<file path="src/rtl/dds_pkg.sv">
// rtl/dds_pkg.sv - shared types and widths for the DDS sweep controller and phase accumulator wrapper
package dds_pkg;

   localparam int PHINC_W = 8;
   localparam int DWELL_W = 16;

   typedef enum logic [1:0] {
      IDLE = 2'd0,
      UP   = 2'd1,
      DOWN = 2'd2,
      HOLD = 2'd3
   } sweep_state_t;

endpackage

</file>
<file path="src/rtl/dds_sweep_ctrl_if.sv">
// rtl/dds_sweep_ctrl_if.sv - control/config/status bundle between software side (master) and sweep controller (slave)
interface dds_sweep_ctrl_if #(
   parameter int PW  = 8,
   parameter int DWW = 16
);
   logic           start;
   logic           stop;
   logic [PW-1:0]  f_start;
   logic [PW-1:0]  f_stop;
   logic [PW-1:0]  step;
   logic [DWW-1:0] dwell;
   logic [PW-1:0]  phinc;
   logic           busy;
   logic           done;

   modport master (
      output start, stop, f_start, f_stop, step, dwell,
      input  phinc, busy, done
   );

   modport slave (
      input  start, stop, f_start, f_stop, step, dwell,
      output phinc, busy, done
   );
endinterface

</file>
<file path="src/rtl/dds_dwell_timer.sv">
// rtl/dds_dwell_timer.sv - loadable dwell down-counter; expired while the count sits at zero
module dds_dwell_timer #(
   parameter int W = 16
) (
   input  logic         clk,
   input  logic         rst,
   input  logic         load,
   input  logic [W-1:0] val,
   output logic         expired
);
   logic [W-1:0] cnt;

   always_ff @(posedge clk or posedge rst) begin
      if (rst) begin
         cnt <= '0;
      end else if (load) begin
         cnt <= val;
      end else if (cnt != '0) begin
         cnt <= cnt - 1'b1;
      end
   end

   assign expired = (cnt == '0);
endmodule

</file>
<file path="src/rtl/dds_sweep_ctrl.sv">
// rtl/dds_sweep_ctrl.sv - phinc frequency-sweep FSM with config latch and clamped stepping
// Optional triangle (continuous up/down) sweep enabled by defining SWEEP_TRIANGLE_EN.
module dds_sweep_ctrl
   import dds_pkg::*;
#(
   parameter int PW  = PHINC_W,
   parameter int DWW = DWELL_W
) (
   input logic             clk,
   input logic             rst,
   dds_sweep_ctrl_if.slave sw
);
   sweep_state_t   state;
   logic [PW-1:0]  phinc_q;
   logic           busy_q;
   logic           done_q;
   logic [PW-1:0]  f_start_l;
   logic [PW-1:0]  f_stop_l;
   logic [PW-1:0]  step_l;
   logic [DWW-1:0] dwell_l;

   logic           expired;
   logic           load;
   logic [DWW-1:0] load_val;
   logic           start_go;
   logic           tick;
   logic           at_top;
   logic [PW:0]    up_sum;
   logic [PW-1:0]  up_val;
`ifdef SWEEP_TRIANGLE_EN
   logic           at_bot;
   logic [PW:0]    dn_floor;
   logic [PW-1:0]  dn_val;
`endif

   // Sums are one bit wider so the clamp sees overflow instead of a wrapped value.
   always_comb begin
      start_go = sw.start && !sw.stop && (state == IDLE || state == HOLD);
      tick     = expired && !sw.stop && (state == UP || state == DOWN);
      load     = start_go || tick;
      load_val = start_go ? sw.dwell : dwell_l;
      up_sum   = {1'b0, phinc_q} + {1'b0, step_l};
      up_val   = (up_sum > {1'b0, f_stop_l}) ? f_stop_l : up_sum[PW-1:0];
      at_top   = (phinc_q >= f_stop_l);
`ifdef SWEEP_TRIANGLE_EN
      at_bot   = (phinc_q <= f_start_l);
      dn_floor = {1'b0, f_start_l} + {1'b0, step_l};
      dn_val   = ({1'b0, phinc_q} < dn_floor) ? f_start_l : (phinc_q - step_l);
`endif
   end

   dds_dwell_timer #(.W(DWW)) u_dwell (
      .clk     (clk),
      .rst     (rst),
      .load    (load),
      .val     (load_val),
      .expired (expired)
   );

   always_ff @(posedge clk or posedge rst) begin
      if (rst) begin
         state     <= IDLE;
         phinc_q   <= '0;
         busy_q    <= 1'b0;
         done_q    <= 1'b0;
         f_start_l <= '0;
         f_stop_l  <= '0;
         step_l    <= '0;
         dwell_l   <= '0;
      end else if (sw.stop) begin
         state  <= HOLD;
         busy_q <= 1'b0;
         done_q <= 1'b0;
      end else if (start_go) begin
         f_start_l <= sw.f_start;
         f_stop_l  <= sw.f_stop;
         step_l    <= (sw.step == '0) ? {{(PW-1){1'b0}}, 1'b1} : sw.step;
         dwell_l   <= sw.dwell;
         phinc_q   <= sw.f_start;
         busy_q    <= 1'b1;
         done_q    <= 1'b0;
         state     <= UP;
      end else begin
         done_q <= 1'b0;
         case (state)
            IDLE, HOLD: begin
               busy_q <= 1'b0;
            end
            UP: begin
               if (expired) begin
                  if (!at_top) begin
                     phinc_q <= up_val;
                  end else begin
`ifdef SWEEP_TRIANGLE_EN
                     // Degenerate range has nowhere to go: keep f_start, pulse done each period.
                     if (f_start_l >= f_stop_l) begin
                        done_q <= 1'b1;
                     end else begin
                        state   <= DOWN;
                        phinc_q <= dn_val;
                     end
`else
                     state  <= HOLD;
                     busy_q <= 1'b0;
                     done_q <= 1'b1;
`endif
                  end
               end
            end
`ifdef SWEEP_TRIANGLE_EN
            DOWN: begin
               if (expired) begin
                  if (!at_bot) begin
                     phinc_q <= dn_val;
                  end else begin
                     state   <= UP;
                     phinc_q <= up_val;
                     done_q  <= 1'b1;
                  end
               end
            end
`endif
            default: begin
               state  <= HOLD;
               busy_q <= 1'b0;
            end
         endcase
      end
   end

   assign sw.phinc = phinc_q;
   assign sw.busy  = busy_q;
   assign sw.done  = done_q;
endmodule

</file>
<file path="src/flat_wrapper.sv">
// flat-port wrapper written by rule: the top's interface ports become plain ports
module dds_sweep_ctrl_flat import dds_pkg::*;
#(
   parameter int PW  = PHINC_W,
   parameter int DWW = DWELL_W
)
  (clk, rst, sw_start, sw_stop, sw_f_start, sw_f_stop, sw_step, sw_dwell, sw_phinc, sw_busy, sw_done);
  dds_sweep_ctrl_if #(.PW(PW), .DWW(DWW)) sw_i ();
  input logic clk;
  input logic rst;
  input wire logic [$bits(sw_i.start)-1:0] sw_start;
  input wire logic [$bits(sw_i.stop)-1:0] sw_stop;
  input wire logic [$bits(sw_i.f_start)-1:0] sw_f_start;
  input wire logic [$bits(sw_i.f_stop)-1:0] sw_f_stop;
  input wire logic [$bits(sw_i.step)-1:0] sw_step;
  input wire logic [$bits(sw_i.dwell)-1:0] sw_dwell;
  output wire logic [$bits(sw_i.phinc)-1:0] sw_phinc;
  output wire logic [$bits(sw_i.busy)-1:0] sw_busy;
  output wire logic [$bits(sw_i.done)-1:0] sw_done;
  assign sw_i.start = sw_start;
  assign sw_i.stop = sw_stop;
  assign sw_i.f_start = sw_f_start;
  assign sw_i.f_stop = sw_f_stop;
  assign sw_i.step = sw_step;
  assign sw_i.dwell = sw_dwell;
  assign sw_phinc = sw_i.phinc;
  assign sw_busy = sw_i.busy;
  assign sw_done = sw_i.done;
  dds_sweep_ctrl #(.PW(PW), .DWW(DWW)) u_core (.clk(clk), .rst(rst), .sw(sw_i));
endmodule
</file>
<file path="config.mk">
export PLATFORM = sky130hd
export DESIGN_NAME = dds_sweep_ctrl_flat
export DESIGN_NICKNAME = d
export VERILOG_FILES = /design/src/rtl/dds_pkg.sv /design/src/rtl/dds_sweep_ctrl_if.sv /design/src/rtl/dds_dwell_timer.sv /design/src/rtl/dds_sweep_ctrl.sv /design/src/flat_wrapper.sv
export SDC_FILE = /design/constraint.sdc
export NUM_CORES = 1
export LEC_CHECK = 0
export ABC_AREA = 1
export CAP_MARGIN = 20
export CORE_UTILIZATION = 38
export DETAILED_ROUTE_END_ITERATION = 10
export PLACE_DENSITY_LB_ADDON = 0.15
export SLEW_MARGIN = 20
export SYNTH_ARGS = -nofsm -noshare
export SYNTH_HDL_FRONTEND = slang
export SYNTH_HIERARCHICAL = 1
export SYNTH_SLANG_ARGS = --single-unit
</file>
<file path="constraint.sdc">
create_clock -name clk -period 2.8 [get_ports clk]
set_input_delay 0.56 -clock clk [delete_from_list [all_inputs] [get_ports clk]]
set_output_delay 0.56 -clock clk [all_outputs]
set_load 0.03 [all_outputs]
</file>
Word-level counts from Yosys, hierarchy flattened
Cells that the tools add are included.

word-level totals
  bits in registers = 60
  latch bits = 0
  bits in writable memories = 0
  ROM bits = 0
  bits of input ports = 44
  word-level logic and storage cells = 64
  memories = 0

cells by class
  add/subtract/negate cells = 2
  $mul = 0
  divide/modulo/power cells = 0
  order comparisons = 2
  eq/ne operators = 7
  shifts and indexed selects = 0
  multiplexer cells = 24
  bitwise gates (word level) = 1
  reductions and logical operators = 20

operators with widths
  kind                                                                    count
  16-bit 2-to-1 mux                                                       3
  8-bit 2-to-1 mux                                                        6
  16-bit logical NOT                                                      1
  16-bit nonzero test                                                     1
  16-bit by 1-bit subtractor with 16-bit output (second input constant)   1
  1-bit 2-to-1 mux                                                        10
  8-bit by 8-bit adder with 9-bit output                                  1
  9-bit by 8-bit > comparator with 1-bit output                           1
  8-bit greater-or-equal comparator                                       1
  8-bit logical NOT                                                       1
  2-bit 2-to-1 mux                                                        4
  4-bit by 2-bit != test with 1-bit output (second input constant)        2
  2-bit nonzero test                                                      3
  2-bit equality test (second input constant)                             2
  1-bit logical AND                                                       4
  2-bit one-hot mux with 2 select lines                                   1
  2-bit AND reduction                                                     2
  4-bit AND reduction                                                     1
  1-bit logical OR                                                        3
  3-bit by 2-bit != test with 1-bit output (second input constant)        1
  3-bit AND reduction                                                     1
  2-bit by 1-bit equality test with 1-bit output (second input constant)  1
  2-bit logical NOT                                                       1
  2-bit by 1-bit != test with 1-bit output (second input constant)        1
  other kinds (3)                                                         3

Depth between registers and ports, before layout
  depth after elaboration = 7
  gate-level depth with buffers = 20
  depth with buffers taken out = 20

By module
Netlist, hierarchy kept.

modules (own cells, without submodules)
  module           instances  cells each  area an instance (um^2)
  dds_sweep_ctrl   1          356         2726.4
  dds_dwell_timer  1          169         1213.7

Worst setup path after synthesis
No wires, ideal clock.

  path type = flip-flop to flip-flop
  start = register u_core.phinc_q[0] (netlist: u_core/sw.phinc[0])
  end = register u_core.phinc_q[0] (netlist: u_core/sw.phinc[0])
  setup time = 0.117 ns
  arrival time = 2.609 ns
  path slack = 0.074 ns
  cell stages (with the launch flop) = 21
  path buffers = 0
  period minus slack after synthesis = 2.726 ns
  cell sequence = dfrtp_1 > ha_1 > fa_1 > nand3_1 > nand2_2 > xor2_1 > ha_1 > nand2_1 > inv_1 > nand2_1 > nand3_1 > nand2_1 > nand2_1 > nand2_1 > nand2_2 > nand2_4 > nand2_4 > nand2_1 > nand3_1 > nand2_1 > nand2_1

between the ends
  cells in the longest elaborated chain, start to end = 7
  elaborated cells on any way between the ends = 10
  those cells by class = 1 x add/sub; 2 x order compare; 1 x eq/ne; 5 x mux; 1 x reduce/logical

RTL lines
  item                                           RTL line              source
  start: declaration                             dds_sweep_ctrl.sv:14  logic [PW-1:0] phinc_q;
  start signal: assignment                       dds_sweep_ctrl.sv:79  phinc_q <= sw.f_start;
  start signal: assignment                       dds_sweep_ctrl.sv:92  phinc_q <= up_val;
  8-bit by 8-bit adder with 9-bit output         dds_sweep_ctrl.sv:42  up_sum = {1'b0, phinc_q} + {1'b0, step_l};
  9-bit by 8-bit > comparator with 1-bit output  dds_sweep_ctrl.sv:43  up_val = (up_sum > {1'b0, f_stop_l}) ? f_stop_l : up_sum[PW-1:0];
  8-bit 2-to-1 mux                               dds_sweep_ctrl.sv:43
  8-bit 2-to-1 mux                               dds_sweep_ctrl.sv:91  if (!at_top) begin
  8-bit 2-to-1 mux                               dds_sweep_ctrl.sv:90  if (expired) begin
  8-bit 2-to-1 mux                               dds_sweep_ctrl.sv:85  case (state)
  8-bit 2-to-1 mux                               dds_sweep_ctrl.sv:74  end else if (start_go) begin

Several ways; a longest one is shown, not always the timed one. The select of a mux whose other input is x is not followed.
A chain may end at the register's enable or synchronous reset.

Final worst setup path
  start = register u_core.step_l[0]
  end = register u_core.phinc_q[5] (netlist: u_core/sw.phinc[5])

between the ends
  cells in the longest elaborated chain, start to end = 7

RTL lines
  item                                           RTL line              source
  start: declaration                             dds_sweep_ctrl.sv:19  logic [PW-1:0] step_l;
  start signal: assignment                       dds_sweep_ctrl.sv:77  step_l <= (sw.step == '0) ? {{(PW-1){1'b0}}, 1'b1} : sw.step;
  8-bit by 8-bit adder with 9-bit output (*)     dds_sweep_ctrl.sv:42
  9-bit by 8-bit > comparator with 1-bit output  dds_sweep_ctrl.sv:43
  8-bit 2-to-1 mux (*)                           dds_sweep_ctrl.sv:43
  8-bit 2-to-1 mux (*)                           dds_sweep_ctrl.sv:91
  8-bit 2-to-1 mux (*)                           dds_sweep_ctrl.sv:90
  8-bit 2-to-1 mux (*)                           dds_sweep_ctrl.sv:85
  8-bit 2-to-1 mux (*)                           dds_sweep_ctrl.sv:74

Every way passes the cells marked *; elsewhere a longest branch is shown, timed or not. The select of a mux whose other input is x is not followed.

==> flow_results.xml <==
<?xml version="1.0" encoding="UTF-8"?>
<metrics>
  <group name="die">
    <metric name="fp.coreArea" unit="mm²">0.00991</metric>
    <metric name="initial_utilization" unit="%">39.8</metric>
    <metric name="fp.dieArea" unit="mm²">0.0108</metric>
    <metric name="dieWidth" unit="µm">104</metric>
    <metric name="design.portCount" unit="">54</metric>
    <metric name="height_of_the_die" unit="µm">104</metric>
    <metric name="standard_cell_row_count" unit="">36</metric>
  </group>
  <group name="logic_synthesis">
    <metric name="ys.warnings.count" unit="">6</metric>
    <metric name="ys_seq_area_share" unit="%">38.1</metric>
    <metric name="synth_seq_cells" unit="">60</metric>
    <metric name="synthDistinctLibCells" unit="">39</metric>
    <metric name="synthesis.nets" unit="">597</metric>
    <metric name="post_synth.cell_area_avg" unit="µm²">7.50</metric>
    <metric name="synth.cell_area" unit="mm²">0.00394</metric>
    <metric name="synthCells" unit="">525</metric>
  </group>
  <group name="sta">
    <metric name="report.final.hold_viol_count" unit="">0</metric>
    <metric name="timing.max_slew.rel_slack" unit="%">56.2</metric>
    <metric name="fin_crit" unit="ns">2.79</metric>
    <metric name="timing.final.max_slew_violations" unit="">0</metric>
    <metric name="final.setup.tns" unit="ns">0</metric>
    <metric name="max_clock_freq" unit="MHz">358</metric>
    <metric name="period_utilization" unit="%">99.7</metric>
    <metric name="fin_worst_skew" unit="ns">0.00797</metric>
    <metric name="grt_setup_unrepaired" unit="">true</metric>
    <metric name="worst-slew-pin-transition" unit="ns">0.656</metric>
    <metric name="fin_hold_ws" unit="ns">0.473</metric>
    <metric name="final.setup.worst_slack" unit="ns">0.00957</metric>
    <metric name="report.final.setup_viol" unit="">0</metric>
  </group>
  <group name="worst_setup_path">
    <metric name="critPathCaptureType" unit="">flop</metric>
    <metric name="worst_setup_path_start_kind" unit="">flop</metric>
    <metric name="path_cells" unit="">ha_4, fa_2, nand3_2, nand2_4, xor2_2, ha_1, nand2_2, inv_1, nand2_1, nand3_2, nand2_1, nand2_1, nand2_1, nand2_2, nand2_4, nand2_8, nand2_1, nand3_1, nand2_1, nand2_1</metric>
    <metric name="max_stage_delay_on_crit_path" unit="ns">0.41</metric>
    <metric name="timing.setup.critical_path_class" unit="">reg -&gt; reg</metric>
    <metric name="cpLargestDelayFamily" unit="">simple AND/OR/NAND/NOR gates</metric>
    <metric name="path_common_cell" unit="">nand2_1</metric>
    <metric name="cp.buffers_inverters" unit="">1</metric>
    <metric name="worst_path_max_delay_cell" unit="">dfrtp_1</metric>
    <metric name="crit_arrival" unit="ns">3.03</metric>
    <metric name="crit_fanout" unit="">8</metric>
    <metric name="required" unit="ns">3.03</metric>
  </group>
  <group name="outcome">
    <metric name="outcome" unit="">finished, final reports clean</metric>
  </group>
  <group name="finish">
    <metric name="most-common-layout-cells" unit="">nand2_1 (199), dfrtp_1 (60), clkdlybuf4s50_1 (53), inv_1 (47), nor2_1 (35)</metric>
    <metric name="num_antenna_cells" unit="">0</metric>
    <metric name="final-seq-area" unit="mm²">0.00150</metric>
    <metric name="multiInputGateArea" unit="mm²">0.00226</metric>
    <metric name="fin_nets" unit="">662</metric>
    <metric name="instances_no_fill" unit="">727</metric>
    <metric name="area_growth_syn_to_layout" unit="%">25.0</metric>
    <metric name="final_layout_size_suffix_gt1_share" unit="%">13.1</metric>
    <metric name="nFillCells" unit="">1000</metric>
    <metric name="final_common_cell" unit="">nand2_1</metric>
  </group>
  <group name="route">
    <metric name="routed-via-count" unit="">3454</metric>
    <metric name="drc" unit="">0</metric>
    <metric name="vias_per_cell" unit="">4.75</metric>
    <metric name="detail-route-antenna-nets" unit="">0</metric>
    <metric name="routed_wl" unit="mm">9.51</metric>
    <metric name="drt_iter0_markers" unit="">162</metric>
    <metric name="detailedRoute.firstPassIterationCount" unit="">4</metric>
    <metric name="wl_per_cell" unit="µm">13.1</metric>
  </group>
  <group name="grt">
    <metric name="grt_max_degree" unit="">45</metric>
    <metric name="groute.usage.overall" unit="%">18.7</metric>
    <metric name="globalRoute.totalOverflow" unit="">0</metric>
    <metric name="grt_pass1_vias" unit="">3373</metric>
    <metric name="first_pass_grt_wire_length" unit="mm">16.1</metric>
    <metric name="grt_antenna_before_repair" unit="">0</metric>
  </group>
  <group name="clock_network">
    <metric name="cts_inserted_buffers" unit="">9</metric>
    <metric name="ctsHtreeMaxLevel" unit="">3</metric>
    <metric name="path_clk_slew" unit="ns">0.07</metric>
    <metric name="clk-insertion-delay-late" unit="ns">0.34</metric>
    <metric name="clock-sinks" unit="">60</metric>
    <metric name="tritoncts" unit="">done</metric>
    <metric name="clock_tree.buffer_depth" unit="">2</metric>
    <metric name="buffer_cell_driving_the_clock_tree_root" unit="">clkbuf_8</metric>
  </group>
  <group name="flow_run">
    <metric name="drv_cap" unit="">0</metric>
  </group>
  <group name="pwr">
    <metric name="seqPwrFrac" unit="%">25.5</metric>
    <metric name="static-leakage-power" unit="nW">2.59</metric>
    <metric name="vdd.ir_drop.worst" unit="µV">686</metric>
    <metric name="p_int" unit="mW">3.19</metric>
    <metric name="combPwrFrac" unit="%">63.2</metric>
    <metric name="power.share.clock" unit="%">11.3</metric>
    <metric name="fin_total_pwr" unit="mW">6.24</metric>
    <metric name="power_per_cell_area" unit="mW/mm²">1270</metric>
    <metric name="power.share.switching" unit="%">48.8</metric>
    <metric name="total_switching_power" unit="mW">3.05</metric>
  </group>
  <group name="placed_design">
    <metric name="finalWeightedCongestion" unit="">0.881</metric>
    <metric name="detailed_place_hpwl" unit="mm">6.92</metric>
    <metric name="placed_cells" unit="">709</metric>
    <metric name="placement.setup.worst_slack" unit="ns">0.00494</metric>
    <metric name="numPortBuffers" unit="">53</metric>
  </group>
  <group name="worst_hold_path">
    <metric name="timing.hold.worst.class" unit="">reg -&gt; reg</metric>
  </group>
</metrics>
-- Yosys cell counts, drive strengths merged --
cell | count | area [µm²]
ha | 27 | 338
nand3 | 41 | 253
nor3 | 1 | 16.3
and3 | 1 | 6.26
xor2 | 6 | 52.6
a21oi | 17 | 85.1
nand4 | 5 | 31.3
clkbuf | 5 | 28.8
a21o | 1 | 7.51
a31oi | 2 | 27.5
dfrtp | 60 | 1500
o21ai | 22 | 110
xnor2 | 4 | 35.0
nand3b | 1 | 7.51
clkinv | 2 | 12.5
buf | 7 | 47.5
nand2 | 213 | 837
inv | 51 | 191
o21bai | 3 | 22.5
or2 | 3 | 18.8
o21a | 2 | 15.0
fa | 1 | 20.0
nor4 | 1 | 6.26
nor2 | 48 | 260
a41oi | 1 | 8.76
-- power groups by stage --
stage / Clock, mW / Sequential [mW] / Combinational [mW]
detailed placement: 0 / 1.59 / 3.54
global route: 0.771 / 1.65 / 4.44
floorplan: 0 / 1.63 / 2.61
finish: 0.708 / 1.59 / 3.94
CTS: 0.734 / 1.58 / 3.60
global placement: 0 / 1.59 / 3.45
-- tightest hold or removal path, stage by stage, from the launching register on --
cell,delay [ns]
dfrtp_1,0.32
nand2_1,0.06
nand2_1,0.06
-- metal layers --
metal / GRT usage [%] / vias to the layer above / share of wire [%]
li1: - / 1792 / -
met1: 27.5 / 1594 / 53
met2: 27.8 / 58 / 43
met3: 3.15 / 10 / 2.9
met4: 5.92 / 0 / 1.3
met5: 0 / - / 0
-- state kept, by name (all words and copies together) (netlist names) --
register and count:
u_core/step_l 8, u_core/f_stop_l 8, u_core/sw.phinc 8, u_core/sw.done 1, u_core/dwell_l 16, u_core/state 2, u_core/u_dwell/cnt 16, u_core/sw.busy 1
-- worst paths after layout --
check                           slack (ns)                      to               start  cells past startpoint
worst max-delay path                  0.01      u_core/sw.phinc[5]    u_core/step_l[0]                     20
worst min-delay path                  0.47      u_core/dwell_l[11]  u_core/dwell_l[11]                      2
worst max register to register        0.01      u_core/sw.phinc[5]    u_core/step_l[0]                     20
worst min register to register        0.47      u_core/dwell_l[11]  u_core/dwell_l[11]                      2
max in group asynchronous             1.66        u_core/step_l[1]                 rst                      3
min in group asynchronous             0.64  u_core/u_dwell/cnt[11]                 rst                      2
-- layout make-up --
class / instances / area share, %
Sequential cell: 60 / 30.5
Inverter: 53 / 4.14
Tap cell: 133 / 3.38
Clock buffer: 13 / 3.23
Multi-Input combinational cell: 401 / 46.0
Clock inverter: 2 / 0.203
Timing Repair Buffer: 65 / 12.6
-- stage by stage --
stage          util [%]  instance area (µm²)
5_1_grt            49.7                 4920
4_1_cts            48.6                 4820
6_report           49.7                 4920
2_1_floorplan         -                 3940
3_3_place_gp       46.8                 4640
3_5_place_dp       46.8                 4640
-- kinds of logic (layout without fill, tap and decap cells) --
family                     Yosys count  in the layout  synth area share (%)
and+or+nand+nor                    314            315                  36.5
AOI/OAI and AO/OA                   48             48                  7.02
buffers and inverters               65            133                  7.11
DFF                                 60             60                  38.1
adders and majority gates           28             28                  9.08
xor gates and xnor gates            10             10                  2.22
-- timing repair --
| item | in CTS | in global routing |
|---|---|---|
| gates resized for setup | 3 | 16 |
| gates cloned | 0 | 1 |
| setup endpoints to repair | 3 | 8 |
| buffers inserted | 0 | 2 |
| pin swaps | 0 | 14 |
| hold buffers | 0 | 0 |
Note: power is estimated with default switching activity, not from simulation.
